File: config.mk
export PLATFORM = sky130hd
export DESIGN_NAME = alu_arbiter
export DESIGN_NICKNAME = d
export VERILOG_FILES = /design/src/rtl/alu_arbiter_pkg.sv /design/src/rtl/alu.sv /design/src/rtl/alu_arbiter.sv
export SDC_FILE = /design/constraint.sdc
export NUM_CORES = 1
export LEC_CHECK = 0
export CORE_AREA = 2 2 169 171
export CTS_BUF_LIST = sky130_fd_sc_hd__clkbuf_8 sky130_fd_sc_hd__clkbuf_16
export DETAILED_ROUTE_END_ITERATION = 10
export DIE_AREA = 0 0 171 173
export DONT_BUFFER_PORTS = 1
export GPL_ROUTABILITY_DRIVEN = 0
export PLACE_DENSITY = 0.64
export SETUP_SLACK_MARGIN = 0.02
export SLEW_MARGIN = 40
export SYNTH_ARGS = -nofsm -noshare
export SYNTH_HDL_FRONTEND = slang
export SYNTH_SLANG_ARGS = --single-unit
File: constraint.sdc
create_clock -name clk -period 9 [get_ports clk]
set_clock_uncertainty 0.1 [all_clocks]
set_input_delay 1.8 -clock clk [delete_from_list [all_inputs] [get_ports clk]]
set_output_delay 1.8 -clock clk [all_outputs]
set_load 0.01 [all_outputs]
File: src/rtl/alu_arbiter_pkg.sv
// rtl/alu_arbiter_pkg.sv - ALU control codes and result-register state shared by alu_arbiter
package alu_arbiter_pkg;

  localparam logic [3:0] ALU_AND    = 4'b0000;
  localparam logic [3:0] ALU_OR     = 4'b0001;
  localparam logic [3:0] ALU_ADD    = 4'b0010;
  localparam logic [3:0] ALU_SUB    = 4'b0110;
  localparam logic [3:0] ALU_PASS_B = 4'b0111;
  localparam logic [3:0] ALU_NOR    = 4'b1100;

  typedef enum logic {
    ST_EMPTY = 1'b0,
    ST_FULL  = 1'b1
  } state_t;

endpackage

File: src/rtl/alu.sv
// rtl/alu.sv - combinational N-bit ALU; unsupported control codes yield zero
module alu
  import alu_arbiter_pkg::*;
#(
  parameter int N = 64
) (
  input  logic [N-1:0] a,
  input  logic [N-1:0] b,
  input  logic [3:0]   ctl,
  output logic [N-1:0] result,
  output logic         zero
);

  always_comb begin
    result = '0;
    case (ctl)
      ALU_AND:    result = a & b;
      ALU_OR:     result = a | b;
      ALU_ADD:    result = a + b;
      ALU_SUB:    result = a - b;
      ALU_PASS_B: result = b;
      ALU_NOR:    result = ~(a | b);
      default:    result = '0;
    endcase
  end

  assign zero = (result == '0);

endmodule

File: src/rtl/alu_arbiter.sv
// rtl/alu_arbiter.sv - two-requester arbiter in front of one shared ALU with a one-entry result register
// ALU_ARBITER_RR_EN selects round-robin grant; otherwise requester 0 has fixed priority.
module alu_arbiter
  import alu_arbiter_pkg::*;
#(
  parameter int N = 64
) (
  input  logic         clk,
  input  logic         reset,
  input  logic         req_valid_0,
  input  logic         req_valid_1,
  output logic         req_ready_0,
  output logic         req_ready_1,
  input  logic [N-1:0] a_0,
  input  logic [N-1:0] b_0,
  input  logic [N-1:0] a_1,
  input  logic [N-1:0] b_1,
  input  logic [3:0]   ctl_0,
  input  logic [3:0]   ctl_1,
  output logic         resp_valid,
  input  logic         resp_ready,
  output logic         resp_id,
  output logic [N-1:0] resp_result,
  output logic         resp_zero
);

  state_t       state_q, state_d;
  logic [N-1:0] result_q, result_d;
  logic         zero_q, zero_d;
  logic         id_q, id_d;

  logic         drain, can_issue, accept;
  logic         gnt_any, gnt_id;
  logic [N-1:0] alu_a, alu_b, alu_result;
  logic [3:0]   alu_ctl;
  logic         alu_zero;

  assign gnt_any = req_valid_0 | req_valid_1;

`ifdef ALU_ARBITER_RR_EN
  // prio_q names the requester that wins when both are valid
  logic prio_q, prio_d;

  always_comb begin
    gnt_id = req_valid_1;
    if (req_valid_0 && req_valid_1) gnt_id = prio_q;
  end

  always_comb begin
    prio_d = prio_q;
    if (accept) prio_d = ~gnt_id;
  end

  always_ff @(posedge clk) begin
    if (reset) prio_q <= 1'b0;
    else       prio_q <= prio_d;
  end
`else
  assign gnt_id = ~req_valid_0 & req_valid_1;
`endif

  assign drain     = (state_q == ST_FULL) && resp_ready;
  assign can_issue = !reset && ((state_q == ST_EMPTY) || drain);
  assign accept    = can_issue && gnt_any;

  assign req_ready_0 = accept && !gnt_id;
  assign req_ready_1 = accept &&  gnt_id;

  assign alu_a   = gnt_id ? a_1   : a_0;
  assign alu_b   = gnt_id ? b_1   : b_0;
  assign alu_ctl = gnt_id ? ctl_1 : ctl_0;

  alu #(.N(N)) u_alu (
    .a      (alu_a),
    .b      (alu_b),
    .ctl    (alu_ctl),
    .result (alu_result),
    .zero   (alu_zero)
  );

  always_comb begin
    state_d  = state_q;
    result_d = result_q;
    zero_d   = zero_q;
    id_d     = id_q;
    if (accept) begin
      state_d  = ST_FULL;
      result_d = alu_result;
      zero_d   = alu_zero;
      id_d     = gnt_id;
    end else if (drain) begin
      state_d = ST_EMPTY;
    end
  end

  always_ff @(posedge clk) begin
    if (reset) begin
      state_q  <= ST_EMPTY;
      result_q <= '0;
      zero_q   <= 1'b0;
      id_q     <= 1'b0;
    end else begin
      state_q  <= state_d;
      result_q <= result_d;
      zero_q   <= zero_d;
      id_q     <= id_d;
    end
  end

  assign resp_valid  = (state_q == ST_FULL);
  assign resp_result = result_q;
  assign resp_zero   = zero_q;
  assign resp_id     = id_q;

endmodule

==> impl_results.md <==
- Status: completed
- Yosys cell types: 93
- Clk root buf: clkbuf_16
- Synthesized area: around 0.012 sq mm
- Top_reg_cell synth: dfxtp_1
- DR iter-0 viols: around 1800
- Critical Path Fanout Max: between 40 and 50
- Final Critical Period: 8.73 ns
- Combinational Power Share: 0.594
- R2R setup slack: 5.62 ns
- Placed Area: between 0.01 and 0.015 sq mm
- H-tree lvl count: 3
- Layout cell share with drive strength beyond 1: 0.0634
- Post-DP HPWL: between 40 and 50 mm
- Worst Path Required: around 9 ns
- Internal: about 0.9 mW
- Worst Reg2Reg Path Length in Cells: 10
- Number of enable flip-flop cells after synthesis: 0
- Area leader, netlist: dfxtp_1
- Most common cell after layout, fill and taps aside: a21oi_1
- Drc violations: 0
- Die W: roughly 170 microns
- Pleak: ~5.4 nW
- Achievable frequency: roughly 110 MHz
- Average size of a mapped cell: between 6 and 7 sq um
- Switching Fraction: 0.491
- Least-Margin Pin Slew: 0.852 ns
- Final count of negative-setup-slack endpoints: 0
- Vias per cell: about 6.8
- Synth warn: 0
- Endpoints failing hold: 0
- Filler instances: 2928
- Vias in the first global route: between 10000 and 15000
- Final net count: between 2000 and 2500
- Max_slew headroom: 0.428
- Switching Power: slightly below 0.9 mW
- Mapped Nets: between 2000 and 2500
- Top cells by area, synth: dfxtp_1, mux2i_1, a21oi_1
- Overflow left after global routing: 0
- Final period util: 0.970
- Flops & latches, synth: 67
- Initial antenna violation count: 1
- # diodes: 0
- Clock power share: 0.199
- Reg2reg start: resp_valid
- Kind of launch point of the worst setup path: primary input
- Total wire length: 53.4 mm
- Total track usage: 0.342
- Worst hold start: resp_result[60]
- First-pass GRT wire length: a little under 80 mm
- Post-route cell area: 0.0128 sq mm
- Worst R2R End: resp_zero
- Synth-to-Final Area Change: 3.93%
- Min-Delay Path Depth: 2
- Cells after synthesis: ~1800
- Die Ht: between 150 and 200 microns
- TritonCTS Sinks: 67
- Max clock buf depth: 2
- Worst-Skew Late Latency: between 0.3 and 0.4 ns
- DIE AREA: approximately 0.03 sq mm
- Pwr Density: approximately 140 mW/mm^2
- Critical path type: in -> reg
- Synth top area share: 0.109
- IO Count: between 300 and 400
- Most frequent cells in the layout: a21oi_1, nand2_1, o21ai_0
- Setup_tns: 0 ns
- Via count: between 10000 and 15000
- HP Class: reg -> reg
- CTS tree: done
- Max-slew violation count: 0
- Total CTS buffers: 9
- Cts hold-fix bufs: 0
- Core Region: between 0.02 and 0.03 sq mm
- Antenna-violating nets left: 0
- CP arrival: 8.91 ns
- Ys async rst share: 0
- Port buffer count: 0
- RSZ-0062 raised after global routing: false
- Row count: between 60 and 70
- Initial DRT Pass Iterations: 7
- Register area share after synthesis: 0.109
- DR WL/cell: approximately 25 microns
- Peak supply drop: roughly 0.084 mV
- Post-CTS sizing: 0
- Largest net degree at the start of global routing: between 90 and 100
- Reg clk slew, reported paths: 0.06 ns
- Share of power burned in registers: 0.207
- Hold worst-path end: resp_result[60]
- Initial core utilization: 0.446
- Setup Buffers After CTS: 0
- Max_cap viols: 0
- Worst setup EP type: register
## power groups by stage
stage                     sequential (mW)  clock, mW  combinational (mW)
after global placement              0.373          0                1.00
final                               0.368      0.354                1.06
after floorplan                     0.362          0               0.745
after global routing                0.372      0.373                1.13
after CTS                           0.368      0.357                1.01
after detailed placement            0.375          0                1.01
## cell type report
class	instances	area [sq um]	share of cell area
Timing Repair Buffer	33	255	0.0200
Clock inverter	6	63.8	0.00499
Sequential cell	67	1340	0.105
Tap cell	378	473	0.0370
Multi-Input combinational cell	1531	10100	0.793
Inverter	73	274	0.0214
Clock buffer	10	239	0.0187
## routing by layer
layer | GRT usage | wire [microns] | vias up | share of wire
li1 | - | - | 6512 | -
met1 | 0.466 | 21400 | 6629 | 0.40
met2 | 0.514 | 22500 | 1005 | 0.42
met3 | 0.0808 | 7080 | 180 | 0.13
met4 | 0.140 | 2490 | 2 | 0.047
met5 | 0 | 13 | - | 0.00024
## worst max-delay path, stage by stage
cell and delay [ns]:
nand2b_4 0.39, buf_4 0.66, mux2_2 0.45, nor4b_1 0.60
and3_1 0.30, and3_1 0.22, nand2_1 0.09, nor2_1 0.28
a31oi_1 0.14, xor2_1 0.17, ha_1 0.51, nand4_1 0.23
nor4_1 0.74, nand3_1 0.19, o21ai_0 0.42, o21ai_0 0.20
xnor2_1 0.15, o21ai_0 0.28, a211o_2 0.37, or4_1 0.41
nor2_1 0.10, a31o_1 0.14
## worst max path at each step
stage / endpoint / startpoint
detailed placement: resp_zero / req_valid_0
finish: resp_zero / req_valid_0
global placement: resp_zero / req_valid_0
global route: resp_zero / req_valid_0
CTS: resp_zero / req_valid_0
floorplan: resp_zero / req_valid_0
## per-stage QoR
| step | cells | util | setup slack, ns | total power, mW | hold slack (ns) |
|---|---|---|---|---|---|
| 2_1_floorplan | 1785 | - | 1.11 | 1.11 | 0.375 |
| 3_3_place_gp | 2081 | 0.451 | 0.348 | 1.38 | 0.391 |
| 3_5_place_dp | 2082 | 0.452 | 0.243 | 1.38 | 0.391 |
| 4_1_cts | 2098 | 0.463 | 0.576 | 1.74 | 0.400 |
| 5_1_grt | 2098 | 0.463 | 0.0910 | 1.88 | 0.420 |
| 6_report | 2098 | 0.463 | 0.267 | 1.78 | 0.398 |
## cell families after synthesis
family,share of synthesized area
AO/OA/AOI/OAI,0.297
flip-flops,0.109
XOR/XNOR,0.0733
buffers and inverters,0.0721
adder cells (fa/ha/maj),0.0679
AND/OR/NAND/NOR,0.257
multiplexers,0.123
## sequential cells by signal, summed over array words and instances, names as in the netlist
name and cells:
resp_result 64, resp_id 1, resp_valid 1, resp_zero 1
## cells in the mapped netlist, types with 10 or more instances
library cell  instances
a21oi_1             187
nand2_1             181
o21ai_0             139
nor2_1              130
mux2i_1             127
nand3_1             103
inv_1                71
dfxtp_1              67
clkbuf_1             65
xor2_1               64
ha_1                 62
nor3_1               55
xnor2_1              39
nand4_1              32
o221ai_1             28
a21o_1               26
a31oi_1              24
and3_1               22
or3_1                19
buf_2                18
o21a_1               18
a211oi_1             16
nor2b_1              15
nor4_1               14
o31ai_1              13
o2111ai_1            12
o211ai_1             12
a22oi_1              11
buf_4                10
o21bai_1             10
Note: power is estimated with default switching activity, not from simulation.
